--- src/rtl/oc_monitor.sv ---
// oc_monitor: multi-channel overcurrent qualifier with latched per-channel faults.
// Optional auto-retry with lockout is built when OC_AUTO_RETRY_EN is defined.
module oc_monitor #(
    parameter int NCH         = 2,
    parameter int TIMEOUT     = 262143,
    parameter int CONTINUOUS  = 1,
    parameter int RETRY_DELAY = 1023,
    parameter int MAX_RETRY   = 3
) (
    input  logic           clk,
    input  logic           reset,
    input  logic [NCH-1:0] sn,
    input  logic [NCH-1:0] clr,
    output logic [NCH-1:0] oc,
    output logic           oc_any,
    output logic [NCH-1:0] trip_pulse,
    output logic [NCH-1:0] lockout,
    output logic [NCH-1:0] sn_s
);

    typedef enum logic [1:0] {IDLE, QUAL, FAULT, LOCK} state_t;

`ifdef OC_AUTO_RETRY_EN
    localparam int CNT_MAX = (RETRY_DELAY - 1 > TIMEOUT) ? RETRY_DELAY - 1 : TIMEOUT;
    localparam int RW      = (MAX_RETRY > 0) ? $clog2(MAX_RETRY + 1) : 1;
`else
    localparam int CNT_MAX = TIMEOUT;
`endif
    localparam int CW = $clog2(CNT_MAX + 1);
    localparam logic [CW-1:0] TO_LD = CW'(TIMEOUT);
`ifdef OC_AUTO_RETRY_EN
    localparam logic [CW-1:0] RD_LD = CW'(RETRY_DELAY - 1);
    localparam logic [RW-1:0] MR_V  = RW'(MAX_RETRY);
`endif

    if (NCH < 1 || TIMEOUT < 1 || RETRY_DELAY < 1 || MAX_RETRY < 0) begin : g_bad_cfg
    end

    logic [NCH-1:0] sync1;
    logic [NCH-1:0] sync2;

    always_ff @(posedge clk or posedge reset) begin
        if (reset) begin
            sync1 <= '0;
            sync2 <= '0;
        end else begin
            sync1 <= sn;
            sync2 <= sync1;
        end
    end

    assign sn_s   = sync2;
    assign oc_any = |oc;

    for (genvar i = 0; i < NCH; i++) begin : g_ch
        state_t        st;
        state_t        st_nx;
        logic [CW-1:0] cnt;
        logic [CW-1:0] cnt_nx;
        logic          flt_nx;
        logic          oc_q;
        logic          tp_q;
`ifdef OC_AUTO_RETRY_EN
        logic [RW-1:0] rc;
        logic [RW-1:0] rc_nx;
        logic          lk_q;
`endif

        always_comb begin
            st_nx  = st;
            cnt_nx = cnt;
`ifdef OC_AUTO_RETRY_EN
            rc_nx  = rc;
`endif
            unique case (st)
                IDLE: begin
                    cnt_nx = '0;
                    if (sn_s[i]) begin
                        st_nx  = QUAL;
                        cnt_nx = TO_LD;
                    end
                end
                QUAL: begin
                    if (cnt == '0) begin
                        if (sn_s[i]) begin
`ifdef OC_AUTO_RETRY_EN
                            if (rc == MR_V) begin
                                st_nx = LOCK;
                            end else begin
                                st_nx  = FAULT;
                                cnt_nx = RD_LD;
                            end
`else
                            st_nx = FAULT;
`endif
                        end else begin
                            st_nx = IDLE;
                        end
                    end else if (CONTINUOUS != 0 && !sn_s[i]) begin
                        // glitch shorter than the window: drop back and rearm
                        st_nx  = IDLE;
                        cnt_nx = '0;
                    end else begin
                        cnt_nx = cnt - 1'b1;
                    end
                end
                FAULT: begin
`ifdef OC_AUTO_RETRY_EN
                    if (cnt == '0) begin
                        st_nx = IDLE;
                        rc_nx = rc + 1'b1;
                    end else begin
                        cnt_nx = cnt - 1'b1;
                    end
`else
                    st_nx = FAULT;
`endif
                end
                LOCK: st_nx = LOCK;
                default: st_nx = IDLE;
            endcase

            // clear wins over every other transition, including a trip
            if (clr[i]) begin
                st_nx  = IDLE;
                cnt_nx = '0;
`ifdef OC_AUTO_RETRY_EN
                if (st == FAULT || st == LOCK) rc_nx = '0;
`endif
            end
            flt_nx = (st_nx == FAULT) || (st_nx == LOCK);
        end

        always_ff @(posedge clk or posedge reset) begin
            if (reset) begin
                st   <= IDLE;
                cnt  <= '0;
                oc_q <= 1'b0;
                tp_q <= 1'b0;
            end else begin
                st   <= st_nx;
                cnt  <= cnt_nx;
                oc_q <= flt_nx;
                tp_q <= flt_nx & ~oc_q;
            end
        end

`ifdef OC_AUTO_RETRY_EN
        always_ff @(posedge clk or posedge reset) begin
            if (reset) begin
                rc   <= '0;
                lk_q <= 1'b0;
            end else begin
                rc   <= rc_nx;
                lk_q <= (st_nx == LOCK);
            end
        end

        assign lockout[i] = lk_q;
`else
        assign lockout[i] = 1'b0;
`endif
        assign oc[i]         = oc_q;
        assign trip_pulse[i] = tp_q;
    end

endmodule
--- config.mk ---
export PLATFORM = sky130hd
export DESIGN_NAME = oc_monitor
export DESIGN_NICKNAME = d
export VERILOG_FILES = /design/src/rtl/oc_monitor.sv
export SDC_FILE = /design/constraint.sdc
export NUM_CORES = 1
export LEC_CHECK = 0
export ABC_CLOCK_PERIOD_IN_PS = 3400
export CORE_ASPECT_RATIO = 1.2
export CORE_MARGIN = 1.5
export CORE_UTILIZATION = 40
export DETAILED_ROUTE_END_ITERATION = 8
export PLACE_DENSITY = 0.69
export SYNTH_ARGS = -nofsm -noshare
export SYNTH_HDL_FRONTEND = slang
export SYNTH_SLANG_ARGS = --single-unit
--- constraint.sdc ---
create_clock -name clk -period 3.4 [get_ports clk]
set_clock_uncertainty 0.15 [all_clocks]
set_input_delay 0.34 -clock clk [delete_from_list [all_inputs] [get_ports clk]]
set_output_delay 0.34 -clock clk [all_outputs]
set_load 0.005 [all_outputs]
-- After elaboration in Yosys (flattened, before gate mapping)
Index checks and enable logic that the tools add are counted.
- muxes and demuxes: 22
- $add $sub $neg: 2
- reductions and logical operators: 11
- bitwise gates (word level): 4
- equal/unequal tests: 12
- operators with widths (kind ; count):
    18-bit two-way mux ; 8
    18-bit one-hot mux with 2 select lines ; 2
    18-bit logical NOT ; 2
    18-bit by 1-bit subtractor with 18-bit output, second input constant ; 2
    2-bit two-way mux ; 10
    2-bit equality test, second input constant ; 8
    2-bit one-hot mux with 4 select lines ; 2
    3-bit inequality test, second input constant ; 2
    3-bit nonzero test ; 2
    2-bit by 1-bit equality test with 1-bit output, second input constant ; 2
    2-bit logical NOT ; 2
    2-bit AND reduction ; 2
    1-bit bitwise AND ; 2
    1-bit logical OR ; 2
    1-bit NOT ; 2
    2-bit OR reduction ; 1
- output and inout bits: 9
- register bits after elaboration: 48
- logic and storage cells: 61
- bits of input ports: 6

-- Depth between registers and ports, before layout
Gate-level depths: netlist of run 1.
- depth in word-level cells: 7
- mapped depth: 8
- mapped depth without buffers: 7

-- Worst setup path before layout of run 1
Ideal clock, no wire load.
- kind: register to register
- start: register g_ch[1].cnt[0]
- end: register g_ch[1].cnt[8]
- data arrival time: 2.086 ns
- path slack: 1.026 ns
- required time: 3.113 ns
- stages on the path, launching flop included: 8
- clock period less this slack: 2.374 ns
- library setup time: 0.137 ns
- cell sequence: dfrtp_1 > inv_1 > ha_1 > or3b_1 > or3_1 > or4b_1 > a21oi_1 > nor3_1
- cells in the longest elaborated chain, start to end: 5
- elaborated cells between the ends (all ways): 8
- classes of those cells: 1 x add/sub; 1 x eq/ne; 4 x mux; 2 x reduce/logical
- ends and longest elaborated chain (item ; RTL line ; RTL):
    start, declared ; 58 ; logic [CW-1:0] cnt;
    start signal, assigned ; 142 ; cnt <= cnt_nx;
    18-bit by 1-bit subtractor with 18-bit output ; 104 ; cnt_nx = cnt - 1'b1;
    18-bit two-way mux ; 99 ; end else if (CONTINUOUS != 0 && !sn_s[i]) begin
    18-bit two-way mux ; 84 ; if (cnt == '0) begin
    18-bit one-hot mux with 2 select lines ; 75 ; unique case (st)
    18-bit two-way mux ; 124 ; if (clr[i]) begin
Several ways; a longest one is shown, not always the timed one. The select of a mux whose other input is x is not followed.
A chain may end at the register's enable or synchronous reset.

-- Worst setup path after layout of run 1
- start: register g_ch[1].cnt[6]
- end: register g_ch[1].cnt[12]
Same word-level chain as after synthesis.

==> flow_summary_export.csv, run 1 <==
group,metric,value,unit
timing,slew_viol_final,0,
die,die_area,7430,um2
cts,htree_levels,2,
final_layout,seq_area,1200,um2
final_layout,fin_nets,322,
final_layout,multiInputGateArea,1410,um2
yosys,syn_area,2770,um2
timing,tightest_slew,0.993,ns
cts,path_clk_slew,0.09,ns
timing,tns,0,ns
detailed_routing,first_pass_iters,4,
detailed_routing,wl_per_cell,15.2,um
final_layout,final_cell_mix,"48 x dfrtp_1, 32 x a21oi_1, 29 x nand2_1",
worst_setup_path,end_kind,"flip-flop",
yosys,async_flop_share,1.00,
worst_setup_path,worst-setup-path-type,"reg -> reg",
power,power,1210,uW
power,clkPwrFrac,0.296,
placed_design,place_area,2920,um2
yosys,ys_types,54,
timing,finalCriticalPeriod,2.65,ns
detailed_routing,via_count,2365,
cts,cts_buffer_depth,2,
status,status,"completed",
yosys,ys_ff_latch,48,
die,chipWidth,79.0,um
grt,antenna_found_initial,0,
power,switching_share,0.296,
grt,grt_pass1_wl,10600,um
timing,max_freq,0.378,GHz
cts,ctsHoldBuffers,0,
yosys,synth-main-ff-cell,"dfrtp_1",
yosys,synthCells,312,
job,maxCapViolCount,0,
power,p_int,853,uW
placed_design,port_buffers,12,
yosys,yosysSeqAreaShare,0.434,
detailed_routing,drcViolationCount,0,
cts,cts.sink_count,48,
detailed_routing,drt_wl_total,6080,um
power,pwr-share-comb,0.170,
yosys,avgSynthCellArea,8.87,um2
timing,post-route-period-util,0.779,
worst_setup_path,crit_required,3.39,ns
power,power.switching,359,uW
cts,post_cts_buffers,0,
final_layout,syn_to_final_growth,8.77,%
final_layout,fin_util,0.445,
grt,overflow,0,
detailed_routing,via_per_inst,5.91,
yosys,yosysWarnings,0,
grt,grt_max_degree,49,
worst_setup_path,cp_max_fo,18,
final_layout,stdcell_area,3010,um2
grt,grt_use_total,0.180,
power,pwr-share-seq,0.534,
die,io_pins,15,
cts,root_buffer,"clkbuf_8",
power,irDropWorstVdd,149,uV
detailed_routing,antenna_left,0,
timing,slew_headroom,0.337,
die,initial_core_util,0.409,
power,p_leak,0.00125,uW
timing,hold_viol_final,0,
placed_design,place_hpwl,4020,um
cts,cts_buffers,5,
die,core,6770,um2
die,die_h,94.1,um
power,cellPowerDensity,402,nW/um2
grt,grt_pass1_vias,2221,
worst_setup_path,r2r_slack,0.75,ns
detailed_routing,drt_iter0_drc,181,
worst_setup_path,start_kind,"flip-flop",
timing,setup_violations,0,
final_layout,antenna_cells,0,
final_layout,layout_commonest_cell,"dfrtp_1",
worst_setup_path,worstPathArrival,2.64,ns
timing,rsz0062_at_grt,"no",
cts,cts_tree,"done",
final_layout,drive_above_1_share,0.0927,
cts,cts_resized,0,
worst_hold_path,hp-class,"reg -> reg",
placed_design,place_congestion,0.828,
final_layout,fill_cells,694,
yosys,synth_edf_count,0,
die,fp-row-count,33,
timing,worst_hold_slack,0.205,ns
cts,insertion_delay,0.30,ns
critical path: stages (launching register included):
cell      delay [ns]
dfrtp_1         0.45
or4_1           0.71
nor2_1          0.27
a31oi_2         0.37
buf_4           0.32
a21oi_1         0.15
a211oi_1        0.07
Yosys cell counts, drive strengths merged (4+ instances only):
| library cell | number | area [um2] |
|---|---|---|
| a211oi | 8 | 60.1 |
| a21o | 4 | 30.0 |
| a21oi | 33 | 169 |
| a221o | 6 | 60.1 |
| and3 | 4 | 25.0 |
| buf | 12 | 75.1 |
| clkbuf | 12 | 45.0 |
| dfrtp | 48 | 1200 |
| ha | 4 | 50.1 |
| inv | 12 | 45.0 |
| nand2 | 29 | 109 |
| nand2b | 5 | 31.3 |
| nand3 | 4 | 20.0 |
| nor2 | 21 | 81.3 |
| nor3 | 14 | 70.1 |
| nor4 | 11 | 93.8 |
| o21ai | 25 | 129 |
| o31ai | 6 | 45.0 |
| or2 | 5 | 31.3 |
| or3 | 5 | 31.3 |
| or4 | 4 | 33.8 |
sequential cells by signal, indices dropped and copies added (netlist names):
register and cells:
g_ch.st 4, g_ch.oc_q 2, sync1 2, sn_s 2
g_ch.cnt 36, g_ch.tp_q 2
final timing paths:
check / start / to / cells after the start
max: g_ch[1].cnt[6] / g_ch[1].cnt[12] / 6
min: sync1[1] / sn_s[1] / 0
max reg2reg: g_ch[1].cnt[6] / g_ch[1].cnt[12] / 6
min reg2reg: sync1[1] / sn_s[1] / 0
max in group asynchronous: reset / g_ch[1].cnt[9] / 2
min in group asynchronous: reset / g_ch[1].cnt[2] / 2
stage by stage:
step | worst slack (ns) | std cells
finish | 0.752 | 400
detailed placement | 0.778 | 392
global route | 0.527 | 400
CTS | 0.763 | 400
global placement | 0.851 | 392
floorplan | 1.03 | 313
layout make-up:
class,count,area share
timing repair buffer,16,0.0499
inverter,12,0.0150
multi-input combinational,229,0.469
tap,87,0.0361
clock buffer,7,0.0287
clock inverter,1,0.00249
sequential,48,0.399
per-layer routing:
layer	GRT usage	wire length, um	share of wire
met4	0.0570	64	0.011
met1	0.248	2850	0.47
met5	0	0	0
met3	0.0252	280	0.046
met2	0.290	2880	0.47
logic make-up (layout without fill, tap and decap cells):
| kind of cell | after synthesis | count (layout) | synth area share |
|---|---|---|---|
| xor+xnor | 1 | 1 | 0.00316 |
| flops | 48 | 48 | 0.434 |
| compound gates | 109 | 109 | 0.261 |
| simple gates | 113 | 113 | 0.223 |
| fa+ha+maj | 4 | 4 | 0.0181 |
| buf+inv | 36 | 36 | 0.0596 |
| other cells | 1 | 2 | 0.00135 |
power groups by stage:
stage | clock, uW | combinational [uW] | sequential, uW
floorplan | 0 | 166 | 643
global placement | 0 | 201 | 657
detailed placement | 0 | 206 | 658
CTS | 367 | 207 | 647
global route | 393 | 235 | 655
finish | 359 | 206 | 648
Power figures use the tool's default switching activity.
==> run 2, diff against run 1 <==
ABC_CLOCK_PERIOD_IN_PS = 2780   (was 3400)
clock period = 2.78 ns   (was 3.4 ns; I/O delays follow)
==> run 2 against run 1 <==
  * Sequential share of layout area shrank 1.2 points
  * Clock power grew 51%
  * Die area is the same
  * Worst hold slack gained 0.0024 ns
  * Sequential power grew 22%
  * Critical path depth grew 1
  * Via count grew 1.8%
  * Critical endpoint is now g_ch[1].cnt[8]
==> flow_summary_export.csv, run 2 (synthesis gave the netlist of run 1 again) <==
group,metric,value,unit
die,die_area,7430,um2
detailed_routing,via_per_inst,5.92,
final_layout,fin_util,0.458,
cts,ctsHoldBuffers,0,
final_layout,drive_above_1_share,0.116,
final_layout,max_flop_register,"g_ch.cnt",
die,core,6770,um2
worst_setup_path,end_kind,"flip-flop",
final_layout,final_cell_mix,"48 x dfrtp_1, 32 x a21oi_1, 29 x nand2_1",
detailed_routing,wl_per_cell,15.4,um
final_layout,syn_to_final_growth,12.1,%
die,fp-row-count,33,
detailed_routing,drt_wl_total,6260,um
worst_setup_path,crit_required,2.83,ns
detailed_routing,via_count,2408,
job,maxCapViolCount,0,
grt,grt_pass1_wl,10800,um
worst_hold_path,whs_path_depth,0,
timing,slew_viol_final,0,
timing,setup_violations,0,
placed_design,place_congestion,0.809,
worst_setup_path,r2r_slack,0.21,ns
cts,htree_levels,2,
final_layout,multiInputGateArea,1410,um2
timing,max_freq,0.390,GHz
placed_design,place_hpwl,4120,um
grt,grt_pass1_vias,2252,
die,die_h,94.1,um
grt,overflow,0,
worst_setup_path,rr_worst_depth,7,
grt,antenna_found_initial,0,
final_layout,seq_area,1200,um2
worst_hold_path,hp-class,"reg -> reg",
power,power,1600,uW
worst_setup_path,start_kind,"flip-flop",
timing,rsz0062_at_grt,"no",
timing,slew_headroom,0.455,
final_layout,fin_nets,329,
detailed_routing,antenna_left,0,
detailed_routing,drcViolationCount,0,
grt,grt_use_total,0.184,
final_layout,largest_register_ffs,36,
cts,insertion_delay,0.31,ns
worst_setup_path,worst-setup-path-type,"reg -> reg",
power,p_leak,0.00131,uW
cts,path_clk_slew,0.09,ns
die,initial_core_util,0.409,
cts,cts_buffers,5,
detailed_routing,drt_iter0_drc,249,
final_layout,top_regs,"g_ch.cnt: 36 flops, g_ch.st: 4 flops",
timing,finalCriticalPeriod,2.57,ns
cts,cts.sink_count,48,
timing,layout_setup_ws,0.215,ns
placed_design,place_area,2980,um2
final_layout,antenna_cells,0,
detailed_routing,first_pass_iters,4,
worst_setup_path,worstPathArrival,2.61,ns
die,chipWidth,79.0,um
timing,post-route-period-util,0.923,
worst_setup_path,cp_max_fo,5,
cts,post_cts_buffers,0,
cts,cts_resized,0,
placed_design,port_buffers,12,
final_layout,layout_commonest_cell,"dfrtp_1",
cts,root_buffer,"clkbuf_8",
status,status,"completed",
final_layout,stdcell_area,3100,um2
final_layout,fill_cells,677,
power,irDropWorstVdd,233,uV
cts,cts_tree,"done",
die,io_pins,15,
cts,cts_buffer_depth,2,
power,cellPowerDensity,514,nW/um2
grt,grt_max_degree,49,
timing,tns,0,ns
timing,hold_viol_final,0,
timing,tightest_slew,0.817,ns
placed_design,dp_slack,0.237,ns
-- run 2: report_power, final --
part,internal (uW),leakage [uW],switching (uW)
Sequential,739,0.000625,53.0
Combinational,107,0.000624,154
Clock,294,0.0000614,248
-- run 2: final cells by class --
| cell class | count | share of cell area |
|---|---|---|
| multi-input combinational | 229 | 0.455 |
| clock buffer | 6 | 0.0266 |
| timing repair buffer | 23 | 0.0693 |
| tap | 87 | 0.0351 |
| inverter | 12 | 0.0145 |
| clock inverter | 2 | 0.0125 |
| sequential | 48 | 0.387 |
-- run 2: path summary, 6_finish.rpt --
kind                                start             end
setup / recovery           g_ch[1].cnt[0]  g_ch[1].cnt[8]
hold / removal                   sync1[1]         sn_s[1]
setup reg to reg           g_ch[1].cnt[0]  g_ch[1].cnt[8]
hold reg to reg                  sync1[1]         sn_s[1]
max in group asynchronous           reset  g_ch[0].cnt[9]
min in group asynchronous           reset        sync1[1]
-- run 2: stage by stage --
stage,std cells,hold slack [ns]
final,407,0.207
after global routing,407,0.218
after CTS,407,0.211
after detailed placement,399,0.189
after global placement,399,0.183
after floorplan,313,0.159
-- run 2: worst max-delay path, stage by stage, from the launching register on --
cell and delay, ns:
dfrtp_1 0.42, inv_1 0.11, ha_1 0.18, or3b_1 0.43, or3_1 0.39, or4b_1 0.53, a21oi_1 0.18, nor3_1 0.07
-- run 2: layer usage --
layer / track usage / routed length [um]
met2: 0.288 / 2930
met1: 0.251 / 2970
met3: 0.0350 / 275
met4: 0.0687 / 83
met5: 0 / 0
